==> src/rtl/intdiv_otfconv.sv <==
// intdiv_otfconv: serial on-the-fly conversion of SD2 quotient digits
// (MSD first) into a WIDTH+1 bit two's-complement result, keeping the
// Q / QM = Q-1 register pair so no carry-propagate add is ever needed.
module intdiv_otfconv #(
   parameter int unsigned WIDTH = 8
) (
   input  logic             clk,
   input  logic             rst_n,
   input  logic             start,
   input  logic             negate,
   input  logic             digit_valid,
   input  logic [1:0]       digit,
   output logic             digit_ready,
   output logic             busy,
   output logic             done,
   output logic [WIDTH:0]   result
);

   localparam int unsigned RW       = WIDTH + 1;
   localparam int unsigned CW       = (WIDTH > 1) ? $clog2(WIDTH) : 1;
   localparam logic [CW-1:0] CNT_LAST = CW'(WIDTH - 1);

   typedef enum logic [1:0] {
      ST_IDLE  = 2'd0,
      ST_ACCUM = 2'd1,
      ST_DONE  = 2'd2
   } state_e;

   state_e          state_q;
   logic [RW-1:0]   q_q;
   logic [RW-1:0]   qm_q;
   logic [CW-1:0]   cnt_q;
   logic            neg_q;
   logic            ready_q;
   logic            busy_q;
   logic            done_q;
   logic [RW-1:0]   result_q;

   logic            raw_pos_c;
   logic            raw_neg_c;
   logic            dig_pos_c;
   logic            dig_neg_c;
   logic [RW-1:0]   q_sh_c;
   logic [RW-1:0]   qm_sh_c;
   logic [RW-1:0]   q_d;
   logic [RW-1:0]   qm_d;

   // Decode the SD2 digit (01/10 = +1, 11 = -1, 00 = 0), apply the latched negate,
   // and form the next Q/QM pair by selecting between the shifted registers.
   always_comb begin
      raw_pos_c = digit[1] ^ digit[0];
      raw_neg_c = digit[1] & digit[0];
      dig_pos_c = neg_q ? raw_neg_c : raw_pos_c;
      dig_neg_c = neg_q ? raw_pos_c : raw_neg_c;
      q_sh_c    = q_q << 1;
      qm_sh_c   = qm_q << 1;
      q_d       = q_sh_c;
      qm_d      = qm_sh_c | RW'(1);
      if (dig_pos_c) begin
         q_d  = q_sh_c | RW'(1);
         qm_d = q_sh_c;
      end else if (dig_neg_c) begin
         q_d  = qm_sh_c | RW'(1);
         qm_d = qm_sh_c;
      end
   end

   // Control FSM, Q/QM accumulation and registered handshake/result outputs.
   always_ff @(posedge clk or negedge rst_n) begin
      if (!rst_n) begin
         state_q  <= ST_IDLE;
         q_q      <= '0;
         qm_q     <= '1;
         cnt_q    <= '0;
         neg_q    <= 1'b0;
         ready_q  <= 1'b0;
         busy_q   <= 1'b0;
         done_q   <= 1'b0;
         result_q <= '0;
      end else begin
         done_q <= 1'b0;
         case (state_q)
            ST_IDLE: begin
               if (start) begin
                  state_q <= ST_ACCUM;
                  q_q     <= '0;
                  qm_q    <= '1;
                  cnt_q   <= '0;
                  neg_q   <= negate;
                  ready_q <= 1'b1;
                  busy_q  <= 1'b1;
               end
            end
            ST_ACCUM: begin
               if (start) begin
                  // restart: any digit offered alongside start is dropped
                  q_q   <= '0;
                  qm_q  <= '1;
                  cnt_q <= '0;
                  neg_q <= negate;
               end else if (digit_valid) begin
                  q_q   <= q_d;
                  qm_q  <= qm_d;
                  cnt_q <= cnt_q + CW'(1);
                  if (cnt_q == CNT_LAST) begin
                     state_q  <= ST_DONE;
                     result_q <= q_d;
                     done_q   <= 1'b1;
                     ready_q  <= 1'b0;
                     busy_q   <= 1'b0;
                  end
               end
            end
            ST_DONE: begin
               if (start) begin
                  state_q <= ST_ACCUM;
                  q_q     <= '0;
                  qm_q    <= '1;
                  cnt_q   <= '0;
                  neg_q   <= negate;
                  ready_q <= 1'b1;
                  busy_q  <= 1'b1;
               end else begin
                  state_q <= ST_IDLE;
               end
            end
            default: begin
               state_q <= ST_IDLE;
               ready_q <= 1'b0;
               busy_q  <= 1'b0;
            end
         endcase
      end
   end

   assign digit_ready = ready_q;
   assign busy        = busy_q;
   assign done        = done_q;
   assign result      = result_q;

endmodule

==> config.mk <==
export PLATFORM = sky130hd
export DESIGN_NAME = intdiv_otfconv
export DESIGN_NICKNAME = d
export VERILOG_FILES = /design/src/rtl/intdiv_otfconv.sv
export SDC_FILE = /design/constraint.sdc
export NUM_CORES = 1
export LEC_CHECK = 0
export ABC_CLOCK_PERIOD_IN_PS = 2250
export CAP_MARGIN = 5
export CORE_AREA = 2 2 60 62
export CTS_BUF_LIST = sky130_fd_sc_hd__clkbuf_2
export CTS_CLUSTER_DIAMETER = 60
export DETAILED_ROUTE_END_ITERATION = 16
export DIE_AREA = 0 0 62 64
export GPL_ROUTABILITY_DRIVEN = 0
export GPL_TIMING_DRIVEN = 0
export PLACE_DENSITY = 0.8
export SLEW_MARGIN = 20
export SYNTH_ARGS = -nofsm -noshare
export SYNTH_HDL_FRONTEND = slang
export SYNTH_SLANG_ARGS = --single-unit
==> constraint.sdc <==
create_clock -name clk -period 2.25 [get_ports clk]
set_clock_uncertainty 0.05 [all_clocks]
set_input_delay 0.3375 -clock clk [delete_from_list [all_inputs] [get_ports clk]]
set_output_delay 0.3375 -clock clk [all_outputs]
set_load 0.02 [all_outputs]
==> results by group <==
Logic synthesis
  • Syn nets: 169
  • Yosys cell types: 32
  • Ys Warns: 0
  • Register bit count reported by yosys: 33
  • Synth Instances: 158
  • Avg Inst Size Synth: 10.5 um^2
  • Post-synth design cell area: 0.00166 mm^2
  • Sequential fraction of the synthesis area: 50.5%

Floorplan
  • Die area: 0.00397 mm^2
  • # IOs: 19
  • CORE AREA: 0.00328 mm^2
  • Initial Utilization: 50.4%
  • Chip Height: 64 um
  • DIE WIDTH: 62 um
  • Std cell rows: 21

Drt
  • DR WL/cell: 16.5 um
  • # DRC: 0
  • Drt initial violations: 81
  • Antenna viol nets, final: 0
  • Via-per-instance ratio: 6.08
  • WL final: 3800 um
  • Drt first pass iters: 4
  • Via count: 1405

STA
  • RSZ-0062 raised after global routing: false
  • F_max: 481 MHz
  • Slew Viols, Final: 0
  • Final hold viol count: 0
  • Final worst path period need: 2.08 ns
  • Relative slew slack: 50.2%
  • Fin crit share: 92.4%
  • Final setup viols: 0
  • Fin worst setup slack: 0.172 ns
  • Hold Slack: 0.454 ns
  • Slew @ Worst Pin: 0.747 ns

Placement
  • IO Port Bufs: 18
  • Place WS: -0.199 ns
  • Placed instance count: 222
  • Post-DP HPWL: 2610 um

Worst setup path
  • WP buf/inv: 2
  • Setup CP Type: in -> reg
  • Arr. time, crit path: 2.33 ns
  • CP top delay family: simple AND/OR/NAND/NOR gates
  • CP endpoint kind: register
  • Slowest cell on the critical path: nor3b_2
  • Crit start category: primary input
  • CP Cell Sequence: clkdlybuf4s50_1, inv_1, ha_1, nor3b_2, nor2_1, o211ai_1
  • CP max stage delay: 0.55 ns
  • Setup slack, reg-to-reg: 0.49 ns
  • Crit Path Max Fanout: 9
  • Critical path required time: 2.50 ns

Global route
  • Global-route wire length before repair: 6520 um
  • GRT Total Usage: 22.6%
  • Grt ovf: 0
  • Vias in the first global route: 1363
  • Antenna violations before repair: 0
  • Largest net degree at the start of global routing: 34

Clock tree
  • Resized cells post-CTS: 0
  • CTS max path bufs: 2
  • H-Tree Level Count: 2
  • Post CTS Setup Buffer Count: 0
  • Clock transition at path regs: 0.17 ns
  • Clk Latency, worst-skew pair: 0.39 ns
  • CTS root buffer: clkbuf_2
  • CTS tree: yes
  • Num CTS Buffers: 5
  • Hold_buf cts: 1
  • # clock sinks: 33

Layout
  • Final core occ: 58.9%
  • Most common cell after layout, fill and taps aside: dfrtp_1
  • Inserted Diodes: 0
  • Number of nets in the layout: 195
  • Layout cells sized above 1: 15.1%
  • Area grow syn2layout: 16.9%
  • Fin cells: 231
  • Commonest cells after routing, fill and taps aside: dfrtp_1, clkdlybuf4s50_1, o21ai_0

Pwr
  • Peak supply drop: 0.275 mV
  • Pwr Density: 632 mW/mm^2
  • Cell leakage power: 0.000837 uW

Hold path
  • Tightest Hold Check Type: in -> async

Job
  • Max cap viols: 0

Outcome
  • Outcome: complete, no violations
synthesized netlist by cell type:
cell       number  share of area (%)
inv_1           4               0.91
buf_2           4                1.2
o211ai_1        7                3.2
or2_1           1               0.38
nand2b_1        3                1.1
nor2_1          3               0.68
mux2i_1         8                4.8
ha_1            4                3.0
nand2_1         8                1.8
and2_1          3                1.1
mux2_2          1               0.68
a31oi_1         8                3.0
a21o_1          1               0.45
nor4_1          1               0.38
buf_6           1               0.68
a21oi_1        14                4.2
dfrtp_1        25                 38
nand4_1         7                2.6
nand3_1         9                2.7
dfstp_2         8                 13
nor3b_2         1               0.76
buf_4           4                1.8
and3b_1         1               0.53
a22o_1          2                1.1
nor2_2          1               0.38
clkbuf_1        3               0.68
or3b_1          1               0.53
mux2i_4         1                1.4
nor4bb_1        1               0.60
a2bb2oi_1       7                3.7
o21ai_0        15                4.5
nand3b_1        1               0.45
power breakdown:
group	internal (uW)	switching, uW
sequential	657	48.4
clock	67.8	202
combinational	114	134
total	839	384
per-stage QoR:
step / TNS, ns / instance area [um^2] / total power [uW]
floorplan: 0 / 1660 / 867
global placement: -0.722 / 1890 / 949
global route: 0 / 1940 / 1300
CTS: 0 / 1940 / 1230
finish: 0 / 1940 / 1220
detailed placement: -1.46 / 1890 / 963
flip-flops by register name (all words and copies together), names as in the netlist:
signal / count
neg_q: 1
state_q: 2
busy: 1
qm_q: 8
q_q: 8
cnt_q: 3
result: 9
done: 1
cells by family (layout without fill, tap and decap cells):
group / count (synthesis) / count (layout) / synth area share [%]
AND/OR/NAND/NOR: 41 / 41 / 14.1
multiplexers: 10 / 10 / 6.88
adder cells (fa/ha/maj): 4 / 4 / 3.02
AO/OA/AOI/OAI: 54 / 54 / 20.2
flip-flops: 33 / 33 / 50.5
buffers and inverters: 16 / 43 / 5.29
layer usage:
layer	global-route usage, %	vias to the layer above	part of all wire (%)
met5	0	-	0
met4	9.31	0	1.8
met3	6.07	10	7.8
met2	35.4	67	50
met1	28.8	692	40
li1	-	636	-
cell type report:
class | instances | area (um^2)
Buffer | 12 | 72.6
Clock buffer | 5 | 25.0
Clock inverter | 3 | 12.5
Timing Repair Buffer | 19 | 185
Inverter | 4 | 15.0
Sequential cell | 33 | 836
Multi-Input combinational cell | 109 | 732
Tap cell | 46 | 57.6
Fill cell | 297 | 1350
path summary, 6_finish.rpt:
kind	startpoint	to	cells after the start
min	rst_n	q_q[1]$_DFFE_PN0P_	2
max in group asynchronous	rst_n	result[4]$_DFFE_PN0P_	2
max reg2reg	neg_q$_DFFE_PN0P_	q_q[5]$_DFFE_PN0P_	3
max	digit[0]	q_q[5]$_DFFE_PN0P_	6
min in group clk	qm_q[0]$_DFFE_PN1P_	qm_q[0]$_DFFE_PN1P_	2
min reg2reg	qm_q[0]$_DFFE_PN1P_	qm_q[0]$_DFFE_PN1P_	2
(Power assumes the default switching activity.)
